## config.mk

```make
export PLATFORM = sky130hd
export DESIGN_NAME = traffic_phase_controller
export DESIGN_NICKNAME = d
export VERILOG_FILES = /design/src/rtl/traffic_phase_controller.sv
export SDC_FILE = /design/constraint.sdc
export NUM_CORES = 1
export LEC_CHECK = 0
export BUFFER_PORTS_ARGS = -buffer_cell sky130_fd_sc_hd__buf_2
export CELL_PAD_IN_SITES_DETAIL_PLACEMENT = 1
export CELL_PAD_IN_SITES_GLOBAL_PLACEMENT = 2
export CORE_MARGIN = 2
export CORE_UTILIZATION = 37
export CTS_CLUSTER_SIZE = 8
export DETAILED_ROUTE_END_ITERATION = 8
export GPL_TIMING_DRIVEN = 0
export PLACE_DENSITY_LB_ADDON = 0.1
export RECOVER_POWER = 25
export SYNTH_ARGS = -nofsm -noshare
export SYNTH_HDL_FRONTEND = slang
export SYNTH_SLANG_ARGS = --single-unit
```

## constraint.sdc

```tcl
create_clock -name clk -period 3.1 [get_ports clk]
set_input_delay 0.155 -clock clk [delete_from_list [all_inputs] [get_ports clk]]
set_output_delay 0.155 -clock clk [all_outputs]
set_load 0.05 [all_outputs]
```

## src/rtl/traffic_phase_controller.sv

```systemverilog
// N-approach actuated traffic signal controller: ALL_RED -> GREEN -> YELLOW per approach,
// with gap-out on competing demand. Define FLASH_MODE_EN to add the flash port and FLASH state.
module traffic_phase_controller #(
    parameter int N_DIR      = 4,
    parameter int GREEN_MIN  = 10,
    parameter int GREEN_MAX  = 30,
    parameter int YELLOW_CYC = 3,
    parameter int ALLRED_CYC = 2,
    parameter int FLASH_CYC  = 1,
    parameter int TW         = 8
) (
    input  logic                       clk,
    input  logic                       rst,
    input  logic [N_DIR-1:0]           req,
`ifdef FLASH_MODE_EN
    input  logic                       flash,
`endif
    output logic [3*N_DIR-1:0]         light,
    output logic [$clog2(N_DIR)-1:0]   cur_dir,
    output logic                       phase_start
);

    localparam int DW = $clog2(N_DIR);
    localparam logic [2:0] LAMP_RED = 3'b100;
    localparam logic [2:0] LAMP_YEL = 3'b010;
    localparam logic [2:0] LAMP_GRN = 3'b001;

    if (N_DIR < 2 || GREEN_MIN < 1 || GREEN_MAX < GREEN_MIN || YELLOW_CYC < 1 ||
        ALLRED_CYC < 1 || FLASH_CYC < 1 || GREEN_MAX >= (1 << TW)) begin : g_bad_params
        $error("traffic_phase_controller: invalid parameter set");
    end

`ifdef FLASH_MODE_EN
    typedef enum logic [1:0] {ALL_RED, GREEN, YELLOW, FLASH} state_t;
`else
    typedef enum logic [1:0] {ALL_RED, GREEN, YELLOW} state_t;
`endif

    state_t             state, state_nxt;
    logic [TW-1:0]      timer, timer_nxt;
    logic [DW-1:0]      dir_nxt, sel_dir, next_dir, hi_dir, lo_dir;
    logic               hi_hit, lo_hit;
    logic [N_DIR-1:0]   pend, cur_mask, clr, cand;
    logic [3*N_DIR-1:0] light_nxt;
    logic               phase_start_nxt;
`ifdef FLASH_MODE_EN
    logic               flash_on, flash_on_nxt;
`endif

    function automatic logic [3*N_DIR-1:0] lamp_group(input logic [DW-1:0] dir, input logic [2:0] lamp);
        lamp_group = {N_DIR{LAMP_RED}};
        for (int unsigned d = 0; d < N_DIR; d++)
            if (DW'(d) == dir) lamp_group[3*d +: 3] = lamp;
    endfunction

    always_comb begin
        cur_mask = {{(N_DIR-1){1'b0}}, 1'b1} << cur_dir;
        clr      = (state == GREEN && timer == '0) ? cur_mask : '0;
        cand     = pend | req;
    end

    // Searches cur_dir+1 .. N_DIR-1 first, then wraps to 0 .. cur_dir. The live req is
    // folded in so a detector already active when ALL_RED ends is not missed.
    always_comb begin
        next_dir = (cur_dir == DW'(N_DIR-1)) ? '0 : cur_dir + 1'b1;
        hi_hit   = 1'b0;
        lo_hit   = 1'b0;
        hi_dir   = '0;
        lo_dir   = '0;
        for (int unsigned d = 0; d < N_DIR; d++) begin
            if (cand[d] && DW'(d) > cur_dir && !hi_hit) begin
                hi_hit = 1'b1;
                hi_dir = DW'(d);
            end
            if (cand[d] && DW'(d) <= cur_dir && !lo_hit) begin
                lo_hit = 1'b1;
                lo_dir = DW'(d);
            end
        end
        sel_dir = hi_hit ? hi_dir : (lo_hit ? lo_dir : next_dir);
    end

    always_comb begin
        state_nxt       = state;
        timer_nxt       = (timer == TW'(GREEN_MAX)) ? timer : timer + 1'b1;
        dir_nxt         = cur_dir;
        light_nxt       = light;
        phase_start_nxt = 1'b0;
`ifdef FLASH_MODE_EN
        flash_on_nxt    = flash_on;
`endif
        case (state)
            ALL_RED: begin
                light_nxt = {N_DIR{LAMP_RED}};
                if (timer == TW'(ALLRED_CYC-1)) begin
                    timer_nxt       = '0;
                    state_nxt       = GREEN;
                    dir_nxt         = sel_dir;
                    light_nxt       = lamp_group(sel_dir, LAMP_GRN);
                    phase_start_nxt = 1'b1;
`ifdef FLASH_MODE_EN
                    if (flash) begin
                        state_nxt       = FLASH;
                        dir_nxt         = cur_dir;
                        light_nxt       = {N_DIR{LAMP_YEL}};
                        phase_start_nxt = 1'b0;
                        flash_on_nxt    = 1'b1;
                    end
`endif
                end
            end
            GREEN: begin
                light_nxt = lamp_group(cur_dir, LAMP_GRN);
                if ((timer >= TW'(GREEN_MIN-1) && (pend & cur_mask) == '0 && (pend & ~cur_mask) != '0)
                    || timer == TW'(GREEN_MAX-1)) begin
                    state_nxt = YELLOW;
                    timer_nxt = '0;
                    light_nxt = lamp_group(cur_dir, LAMP_YEL);
                end
            end
            YELLOW: begin
                light_nxt = lamp_group(cur_dir, LAMP_YEL);
                if (timer == TW'(YELLOW_CYC-1)) begin
                    state_nxt = ALL_RED;
                    timer_nxt = '0;
                    light_nxt = {N_DIR{LAMP_RED}};
                end
            end
`ifdef FLASH_MODE_EN
            FLASH: begin
                if (!flash) begin
                    state_nxt = ALL_RED;
                    timer_nxt = '0;
                    light_nxt = {N_DIR{LAMP_RED}};
                end else if (timer == TW'(FLASH_CYC-1)) begin
                    timer_nxt    = '0;
                    flash_on_nxt = !flash_on;
                    light_nxt    = flash_on ? '0 : {N_DIR{LAMP_YEL}};
                end else begin
                    light_nxt = flash_on ? {N_DIR{LAMP_YEL}} : '0;
                end
            end
`endif
            default: begin
                state_nxt = ALL_RED;
                timer_nxt = '0;
                light_nxt = {N_DIR{LAMP_RED}};
            end
        endcase
    end

    always_ff @(posedge clk) begin
        if (rst) begin
            state       <= ALL_RED;
            timer       <= '0;
            cur_dir     <= DW'(N_DIR-1);
            pend        <= '0;
            light       <= {N_DIR{LAMP_RED}};
            phase_start <= 1'b0;
`ifdef FLASH_MODE_EN
            flash_on    <= 1'b0;
`endif
        end else begin
            state       <= state_nxt;
            timer       <= timer_nxt;
            cur_dir     <= dir_nxt;
            pend        <= (pend | req) & ~clr;
            light       <= light_nxt;
            phase_start <= phase_start_nxt;
`ifdef FLASH_MODE_EN
            flash_on    <= flash_on_nxt;
`endif
        end
    end

endmodule
```

==> results of run 1 <==
flip-flops by register name, indices dropped and copies added, names as in the netlist:
register     cells
cur_dir          2
timer            8
state            2
phase_start      1
pend             4
light           12
kinds of logic after synthesis:
| family | share of synthesized area |
|---|---|
| adders and majority gates | 0.09083 |
| DFF | 0.4214 |
| and+or+nand+nor | 0.1989 |
| xor gates and xnor gates | 0.04451 |
| AOI/OAI and AO/OA | 0.2116 |
| muxes | 0.008174 |
| buffers and inverters | 0.02452 |
per-stage QoR:
| stage | cell area (sq um) | worst slack (ns) | util |
|---|---|---|---|
| 5_1_grt | 1605 | 0.5095 | 0.4452 |
| 3_5_place_dp | 1533 | 0.7423 | 0.4251 |
| 2_1_floorplan | 1378 | 0.7215 | - |
| 4_1_cts | 1619 | 0.7209 | 0.4490 |
| 3_3_place_gp | 1533 | 0.8116 | 0.4251 |
| 6_report | 1605 | 0.7029 | 0.4452 |
power groups by stage:
stage	Combinational (W)	Clock [W]	Sequential [W]
global placement	0.000702	0	0.000512
floorplan	0.000392	0	0.000652
CTS	0.000719	0.000314	0.000508
global route	0.000775	0.000331	0.000518
finish	0.000706	0.000301	0.000509
detailed placement	0.000714	0	0.000517
final cells by class:
class	instances	area, sq um
buffer	4	15.01
clock buffer	5	68.82
clock inverter	3	17.52
fill	440	2001
inverter	5	18.77
multi-input combinational	100	763.2
sequential	29	580.6
tap	48	60.06
timing repair buffer	19	81.33
critical path: stages, from the launching register on:
cell      delay (ns)
dfxtp_1         0.41
inv_1           0.12
ha_1            0.21
clkbuf_1        0.21
o22ai_1         0.28
nand3b_1        0.11
a32oi_1         0.55
nor3_2          0.14
a22o_1          0.26
layout by cell type (no fill, tap or decap), types with 2 or more instances in the layout:
cell,instances
a22oi_1,4
ha_1,10
a22o_1,2
o21ai_0,4
buf_2,8
clkinv_2,2
clkbuf_1,15
nor2b_1,6
nand2_1,5
and3_1,2
inv_1,5
xor2_1,4
dfxtp_1,29
a21oi_1,5
nor2_1,9
and2_1,2
nand3_1,5
xnor2_1,3
a21oi_2,2
nor3_1,3
a211oi_1,7
a32oi_1,4
a32o_1,3
o32ai_1,2
clkbuf_8,5
routing by layer:
metal	wire, microns	up-vias	share of wire	GRT usage
met5	0	-	0	0
met4	105	0	0.031	0.09896
met3	133	9	0.040	0.05729
met2	1680	20	0.50	0.3209
met1	1443	551	0.43	0.1983
li1	-	562	-	-
how the worst max path moves through the flow:
stage	from	end	slack, ns	cells past startpoint
5_1_grt	cur_dir[0]$_SDFFE_PP1P_	light[9]$_SDFF_PP0_	0.51	8
2_1_floorplan	cur_dir[0]$_SDFFE_PP1P_	cur_dir[1]$_SDFFE_PP1P_	0.72	8
4_1_cts	cur_dir[0]$_SDFFE_PP1P_	light[6]$_SDFF_PP0_	0.72	8
3_5_place_dp	cur_dir[0]$_SDFFE_PP1P_	light[6]$_SDFF_PP0_	0.74	8
3_3_place_gp	cur_dir[0]$_SDFFE_PP1P_	light[6]$_SDFF_PP0_	0.81	8
6_report	cur_dir[0]$_SDFFE_PP1P_	light[6]$_SDFF_PP0_	0.70	8
==> results list, run 1 <==
- Number of antenna violations at the first check in global routing: 0
* Std cell rows: 22
- Clock latency on the worst-skew pair, taken at its later pin, is 0.28 ns.
- Total number of vias: 1142
- Unrepaired setup endpoints after global routing: no
* IR drop worst, VDD: 0.3631 mV
- The worst setup path is captured at a flop.
* Worst Min Path Start: req[2]
* Commonest register cell after synthesis: dfxtp_1
- Largest fanout on the critical path: 8
- Fin cells: 213
- Data required, critical path: 3.28 ns
- Among all cell types in the netlist, the one instantiated most often is dfxtp_1.
- Critical Path Start Type: flop
- On the final layout, the worst clock skew is 0.004889 ns.
* Run status: finished clean
* Reg-to-reg setup timing slack: 0.70 ns
- For this run, the total global-route usage over all layers was measured as 0.1842.
* Die Outline Area: 4227 sq um
* CTS tree: done
- Internal Pwr Total: 0.0008102 W
- Final setup violation count: 0
* Maximum number of pins on one net before global-route repair: 11
* IO Pins: 21
* Area growth from synthesis to layout: 16.53%
* Number of port buffers: 19
- Final-layout worst hold slack: 0.2754 ns
* Post-CTS resize count: 0
- Worst slew pin tran: 0.6679 ns
- Number of hold buffers added after cts: 0
- The first detailed-routing pass ran for 3 iterations.
- Detailed placer's ending HPWL: 2524 microns
* Share of post-route cells with drive strength above 1: 0.1697
* Most area-hungry cell type in the Yosys netlist: dfxtp_1
- Along the worst hold path, the cell count comes to 3.
* FF-to-FF End: light[6]$_SDFF_PP0_
* Static leakage: 0.6136 nW
- Post-synthesis cell area: 1378 sq um
- Area fraction of the dominant cell type after synthesis: 0.4214
- Fraction of power spent switching nets: 0.4657
- Wire length reported by the detailed router: 3362 microns
- Total power per unit cell area: 944.5 nW/um^2
- Of the synthesized area, sequential elements account for 0.4214.
- For the worst flop-to-flop path, the logic depth is 8.
- Start of the worst register-to-register path: cur_dir[0]$_SDFFE_PP1P_
- CTS Root Buffer Type: clkbuf_8
* # DRC: 0
- For this run the aggregate overflow at the end of global routing stands at 0.
- The H-tree was split into 2 levels.
* Number of global-route vias before repair: 1214
- The smallest clock period supported by the final layout is computed as 2.397 ns.
- Number of warnings reported in the yosys synthesis log: 0
- Across the run, the number of max-cap violations was 0.
- The first global-routing pass estimated 5740 microns of wire.
- In this run, synthesis inferred 0 flip-flops with an integrated enable.
- Number of placed instances with taps included: 205
- Data arrives at the worst endpoint at 2.57 ns.
- Pwr Total: 0.001516 W
* Post-CTS Setup Repair Bufs: 0
- Worst min-delay path endpoint: pend[2]$_SDFF_PP0_
- Sequential Power Share: 0.336
- Mean instance size in the synthesized netlist: 9.982 sq um
- Dividing the final minimum period by the clock period gives 0.7733.
* Clk buf depth: 2
* N_diodes: 0
- Number of antenna-violating nets in the routed design: 0
- Measured against its own limit, the worst slew margin works out to 0.5548.
- Post-synthesis sequential element count: 29
- The initial utilization of the core area, before any placement, comes to 0.3820.
* Number of slew-limit violations in the final report: 0
- Static timing analysis puts the maximum clock frequency at 417.2 MHz.
- The number of clock buffers added by TritonCTS is 5.
- Portion of total power attributed to combinational logic: 0.466
* Biggest area contributors in the synthesized netlist: dfxtp_1 (42%), ha_1 (9.1%), a211oi_1 (3.8%)
* Net count after synthesis: 154
* Reported net switching power: 0.0007061 W
* Clock sink total: 29
- By count the netlist is led by dfxtp_1 (29), ha_1 (10), nor2_1 (9), a211oi_1 (7), nor2b_1 (6).
- The core region is 3606 sq um.
- Final weighted congestion in routability-driven placement: 0.7467
- In the synthesized netlist, the number of instances is 138.
- Of the total power, the clock network draws 0.199.
- The net count of the finished layout is 180.
- The number of hold violations in the final report is 0.
- Final TNS setup: 0 ns
* HP Class: in2reg
* Count of routing violations after the opening detailed-route iteration: 42
- The die is 65.02 microns tall.
- Post-detailed-route wirelength per cell: 15.78 microns
* Setup CP Type: reg2reg
- Using the TritonRoute via totals, the vias-per-cell ratio works out to 5.362.
- In this run the horizontal extent of the chip is 65.02 microns.
- Synthesis instantiated 40 different standard cells from the library.
- Clock-pin slew was measured on the worst setup and hold paths at 0.06 ns.
- In the synthesized netlist the async set-or-reset flop fraction comes to 0.
Power figures use the tool's default switching activity.
==> run 2, diff against run 1 <==
Settings changed: CORE_UTILIZATION 37 to 31.
Clock period 3.1 ns to 1.9 ns, I/O delays scaled along.
==> results list, run 2 (synthesized netlist as in run 1, its figures left out) <==
- Run status: finished with violations
- Violations in the final reports: negative setup slack
- Clock tree synthesis inserted a total of 5 buffers.
- The congestion estimate from routability-driven global placement came to 0.8361.
* Total power per unit cell area: 1574 nW/um^2
* Largest fanout on the critical path: 8
- STA classifies the critical path endpoint as a flop.
* Number of vias per cell: 5.229
- Ranked by flip-flop count, first place goes to light.
- # DRC: 0
- At the later pin of the worst-skew pair, clock insertion delay measures 0.28 ns.
* Count of routing violations after the opening detailed-route iteration: 48
- Overall die height: 70.66 microns
- First-pass GRT wire length: 5975 microns
- The critical path is of the reg2reg type.
- WHS Path Cells: 3
- Before CTS, the worst setup slack after placement is -0.2200 ns.
- The tightest min-delay check is of the in2reg type.
- FF/Latch Area: 599.3 sq um
- The wire-length estimate of the detail-placed layout is 2524 microns.
* Signal arrival time at the worst endpoint: 2.06 ns
- Entering global routing, the biggest net connects 11 pins.
* CTS tree: done
* Critical Path Start Type: flop
- In the finished design, the share of the clock period the worst path needs comes to 1.021.
* Core area: 4324 sq um
- Die Outline Area: 4993 sq um
- Max-cap violations in this run came to 0.
- Fill cells in the final layout number 497.
- The routed layout has 1166 vias.
- For this configuration, the core starts out at a cell density of 0.3186.
- Largest regs: light x12, timer x8, pend x4
* Die Wd: 70.66 microns
* Leading cell type in the layout, fill and taps excluded: dfxtp_1
- Buffers placed on the I/O ports in this run total 19.
* Global-route congestion overflow total: 0
* Clock skew: 0.01237 ns
* Number of slew-limit violations in the final report: 0
- Unrepaired setup endpoints after global routing: yes
- Overall power consumption after layout is estimated at 0.002952 W.
- Wire length reported by the detailed router: 3696 microns
- Clock-pin slew was measured on the worst setup and hold paths at 0.06 ns.
- The initial antenna violation count is 0.
- In this run the count of I/O pins placed on the die edge is 21.
- The number of hold violations in the final report is 0.
- Across all setup checks in the final design, the least slack found is -0.03974 ns.
* IR drop worst, VDD: 0.7001 mV
- Measured in cells, the most critical reg-to-reg path has a length of 6.
- The number of antenna diodes in the final layout is 0.
- Final setup violation count: 10
- Largest register FFs: 12
- Post-detailed-route wirelength per cell: 16.57 microns
- The analysis attributes to cell leakage a power of 0.6920 nW.
- For this design, the sink count on the clock tree is 29.
* Number of antenna-violating nets in the routed design: 0
* Final-layout worst hold slack: 0.2249 ns
- H-Tree Depth: 2
* Final TNS setup: -0.2473 ns
* Multi-input gate area: 935.9 sq um
- At the pin with the least slew margin, the transition time is 0.7287 ns.
* GR Util All Layers: 0.1519
* Final critical path time including I/O delays and setup: 1.940 ns
* Area growth from synthesis to layout: 36.15%
- STA puts the critical path data required time at 2.02 ns.
- For this run, the share of the core covered by cells in the final layout is 0.4337.
- Final net count: 186
- Timing-limited maximum frequency: 515.5 MHz
* Number of global-route vias before repair: 1170
* Std cell rows: 24
- Clk buf depth: 2
- The top cell types in the final layout, fill and taps aside, are dfxtp_1 (24), buf_2 (13), nor2_1 (9), clkbuf_1 (8), buf_4 (8).
* Number of search-and-repair iterations in the first detailed-routing pass: 4
- Share of post-route cells with drive strength above 1: 0.3801
* CTS Root Buffer Type: clkbuf_8
- Tightest slew margin relative to the limit: 0.5091
==> run 2: changes by cell type in the layout (fill, tap and decap cells not counted), sizes merged <==
cell      before  now
buf            8   21
clkinvlp       1    0
clkbuf        20   15
clkinv         2    1
==> run 2: final timing paths <==
path | from | end | slack, ns
setup / recovery | timer[5]$_SDFF_PP0_ | timer[3]$_SDFF_PP0_ | -0.04
hold / removal | req[0] | pend[0]$_SDFF_PP0_ | 0.22
setup reg to reg | timer[5]$_SDFF_PP0_ | timer[3]$_SDFF_PP0_ | -0.04
hold reg to reg | cur_dir[0]$_SDFFE_PP1P_ | cur_dir[0]$_SDFFE_PP1P_ | 0.52
==> run 2: area by class of cell <==
| type | instances | area share |
|---|---|---|
| sequential | 29 | 0.3195 |
| tap | 52 | 0.03469 |
| inverter | 5 | 0.01001 |
| clock buffer | 7 | 0.05137 |
| multi-input combinational | 100 | 0.4990 |
| buffer | 2 | 0.004003 |
| clock inverter | 1 | 0.002668 |
| timing repair buffer | 27 | 0.07872 |
==> run 2: layer usage <==
metal / wire length, microns / vias to the layer above / global-route usage
li1: - / 573 / -
met4: 17 / 0 / 0.04403
met2: 1753 / 32 / 0.2526
met1: 1764 / 559 / 0.1975
met3: 161 / 2 / 0.03561
met5: 0 / - / 0
==> run 2: per-stage QoR <==
stage                     cells  cell area [sq um]
final                       223               1876
after detailed placement    209               1560
after global placement      209               1560
after CTS                   219               1738
after global routing        223               1876
after floorplan             138               1400
==> run 2: power breakdown <==
group / switching [W] / internal [W] / leakage, nW
Clock: 0.000231 / 0.000327 / 0.0542
Combinational: 0.000960 / 0.000574 / 0.399
Sequential: 0.000113 / 0.000747 / 0.239
==> run 2: timing repair <==
| item | 4_1_cts | 5_1_grt |
|---|---|---|
| setup endpoints to repair | 23 | 23 |
| gates resized for setup | 14 | 22 |
| hold buffers | 0 | 0 |
| setup buffers | 4 | 4 |
| pin swaps | 4 | 6 |
==> run 2: worst max-delay path: stages, from the launching register on <==
cell	delay, ns
dfxtp_4	0.35
or4_4	0.56
nor3_4	0.30
buf_4	0.18
a21oi_4	0.05
a21oi_4	0.26
a211oi_1	0.07
==> run 3, diff against run 2 <==
Settings changed: PLACE_DENSITY from default to 0.74, PLACE_DENSITY_LB_ADDON 0.1 to default.
==> results list, run 3 (synthesized netlist as in run 1, its figures left out) <==
- The library cell used most frequently in the layout, excluding fill and tap cells, is dfxtp_1.
- Final critical path time including I/O delays and setup: 1.892 ns
- For this run, the detailed router's first-pass iteration total came to 4.
* Timing-limited maximum frequency: 528.5 MHz
* Count of routing violations after the opening detailed-route iteration: 40
- The initial antenna violation count is 0.
- Final net count: 187
* Total CTS buffers: 5
* Number of antenna-violating nets in the routed design: 0
- CTS tree: done
- Run status: finished clean
* Tightest slew margin relative to the limit: 0.5228
- In this run the clock root is driven by a clkbuf_8.
- Detailed placer's ending HPWL: 2519 microns
* Number of placed instances with taps included: 209
* HP Class: in2reg
* Number of port buffers: 19
* Initial Utilization: 0.3186
* Clk buf depth: 2
- In this run the vertical extent of the chip is 70.66 microns.
- Timing analysis after detailed placement gives a worst setup slack of -0.1928 ns.
* Final setup violation count: 0
- Wires add up to 3687 microns.
- The die covers 4993 sq um.
* IO Pins: 21
* First-pass GRT wire length: 5733 microns
* Total number of vias: 1193
- For the worst setup path, the data required time is 2.10 ns.
* Number of global-route vias before repair: 1150
- For this run, the number of standard cells in the final layout without fillers is 224.
- For this design the ratio of total power to cell area is 1549 nW/um^2.
* H-Tree Depth: 2
* Largest register by flop count: light
- Once routing completed, OpenROAD measured the worst setup slack at 0.007678 ns.
- In the final routed layout, each cell accounts on average for 16.46 microns.
* Critical path capture point type: flop
- Total placed instance area: 1560 sq um
- N_diodes: 0
* Signal arrival time at the worst endpoint: 2.09 ns
* Largest regs: light x12, timer x8, pend x4
- Clock skew: 0.003284 ns
- Summed over all layers, the global routing overflow is 0.
- Across every metal layer, demand over resource in global routing totals 0.1471.
* Std cell rows: 24
* Die Wd: 70.66 microns
* Core area: 4324 sq um
- Clock latency reported for the late side of the worst-skew pair: 0.28 ns
- # DRC: 0
* Critical Path Start Type: flop
- VDD sags by at most 0.5928 mV.
- Setup repair after global routing could not meet its margin everywhere.
- Compared with the post-synthesis result, the final layout area differs by 35.88%.
* Share of post-route cells with drive strength above 1: 0.3837
- Largest fanout on the critical path: 8
* Maximum number of pins on one net before global-route repair: 11
* Period utilisation layout: 0.9960
- Worst slew pin tran: 0.7158 ns
* Number of slew-limit violations in the final report: 0
- Dividing the detail-routed via count by the number of cells gives 5.326.
- Clock transition time at the flip-flop clock pins of the worst setup and hold paths: 0.06 ns
* Most frequent cells in the layout: dfxtp_1 (22), buf_2 (11), clkbuf_1 (10), nor2_1 (9)
* Clock sink total: 29
- By startpoint and endpoint, the worst setup path is classified as reg2reg.
* Largest register FFs: 12
- Once layout is done, the placed cells without fillers occupy 1872 sq um.
- Static leakage: 0.7022 nW
- At the end of routability-driven placement, the weighted congestion stood at 0.7383.
- Number of inserted filler cells in the final layout: 505
* Total of max-cap violations: 0
* Hold Violations, Final: 0
[run 3: changes by cell type in the layout (fill, tap and decap cells not counted), sizes merged]
cell      previous run  this run
buf                 21        20
clkinv               1         2
clkinvlp             0         1
[run 3: final timing paths]
kind | start | end | slack (ns) | cells after the start
max reg2reg | timer[1]$_SDFF_PP0_ | timer[7]$_SDFF_PP0_ | 0.008 | 8
max | timer[1]$_SDFF_PP0_ | timer[7]$_SDFF_PP0_ | 0.008 | 8
min | req[2] | pend[2]$_SDFF_PP0_ | 0.22 | 3
min reg2reg | cur_dir[0]$_SDFFE_PP1P_ | cur_dir[0]$_SDFFE_PP1P_ | 0.53 | 2
[run 3: final cells by class]
class                           instances  area, sq um  share of cell area
Multi-Input combinational cell        100        925.9              0.4947
Sequential cell                        29        599.3              0.3202
Timing Repair Buffer                   28        168.9             0.09024
Clock buffer                            5        68.82             0.03676
Tap cell                               52        65.06             0.03476
Inverter                                5        18.77             0.01003
Clock inverter                          3        17.52            0.009358
Buffer                                  2        7.507            0.004011
[run 3: metrics by stage]
stage	total power [W]	hold WS [ns]	util	setup TNS, ns
2_1_floorplan	0.001742	0.3495	-	0
3_3_place_gp	0.002006	0.5000	0.3608	-1.541
3_5_place_dp	0.002036	0.5047	0.3608	-2.847
4_1_cts	0.002687	0.2164	0.3958	0
5_1_grt	0.003059	0.2578	0.4329	-0.4827
6_report	0.002899	0.2212	0.4329	0
[run 3: critical path: stages, from the launching register on]
cell and delay (ns):
dfxtp_4 0.35, inv_2 0.06, ha_4 0.19, or3b_4 0.39, a21oi_4 0.20, a2bb2oi_4 0.22, a21oi_4 0.08, buf_12 0.16
nor3_2 0.16
[run 3: routing by layer]
| layer | track usage | wire, microns |
|---|---|---|
| met1 | 0.1833 | 1644 |
| met2 | 0.2474 | 1832 |
| met3 | 0.04274 | 155 |
| met4 | 0.04403 | 55 |
| met5 | 0 | 0 |
[run 3: report_power, final]
group          switching (W)  internal, W  total [W]
registers           0.000119     0.000745   0.000864
clock network       0.000242     0.000252   0.000494
logic               0.000956     0.000586    0.00154
[run 3: repair_timing]
item | CTS | global route
pin swaps | 3 | 9
buffers inserted | 3 | 6
setup endpoints to repair | 23 | 21
hold buffers | 0 | 0
resized for setup | 12 | 23
endpoints found under the hold margin | 0 | 0
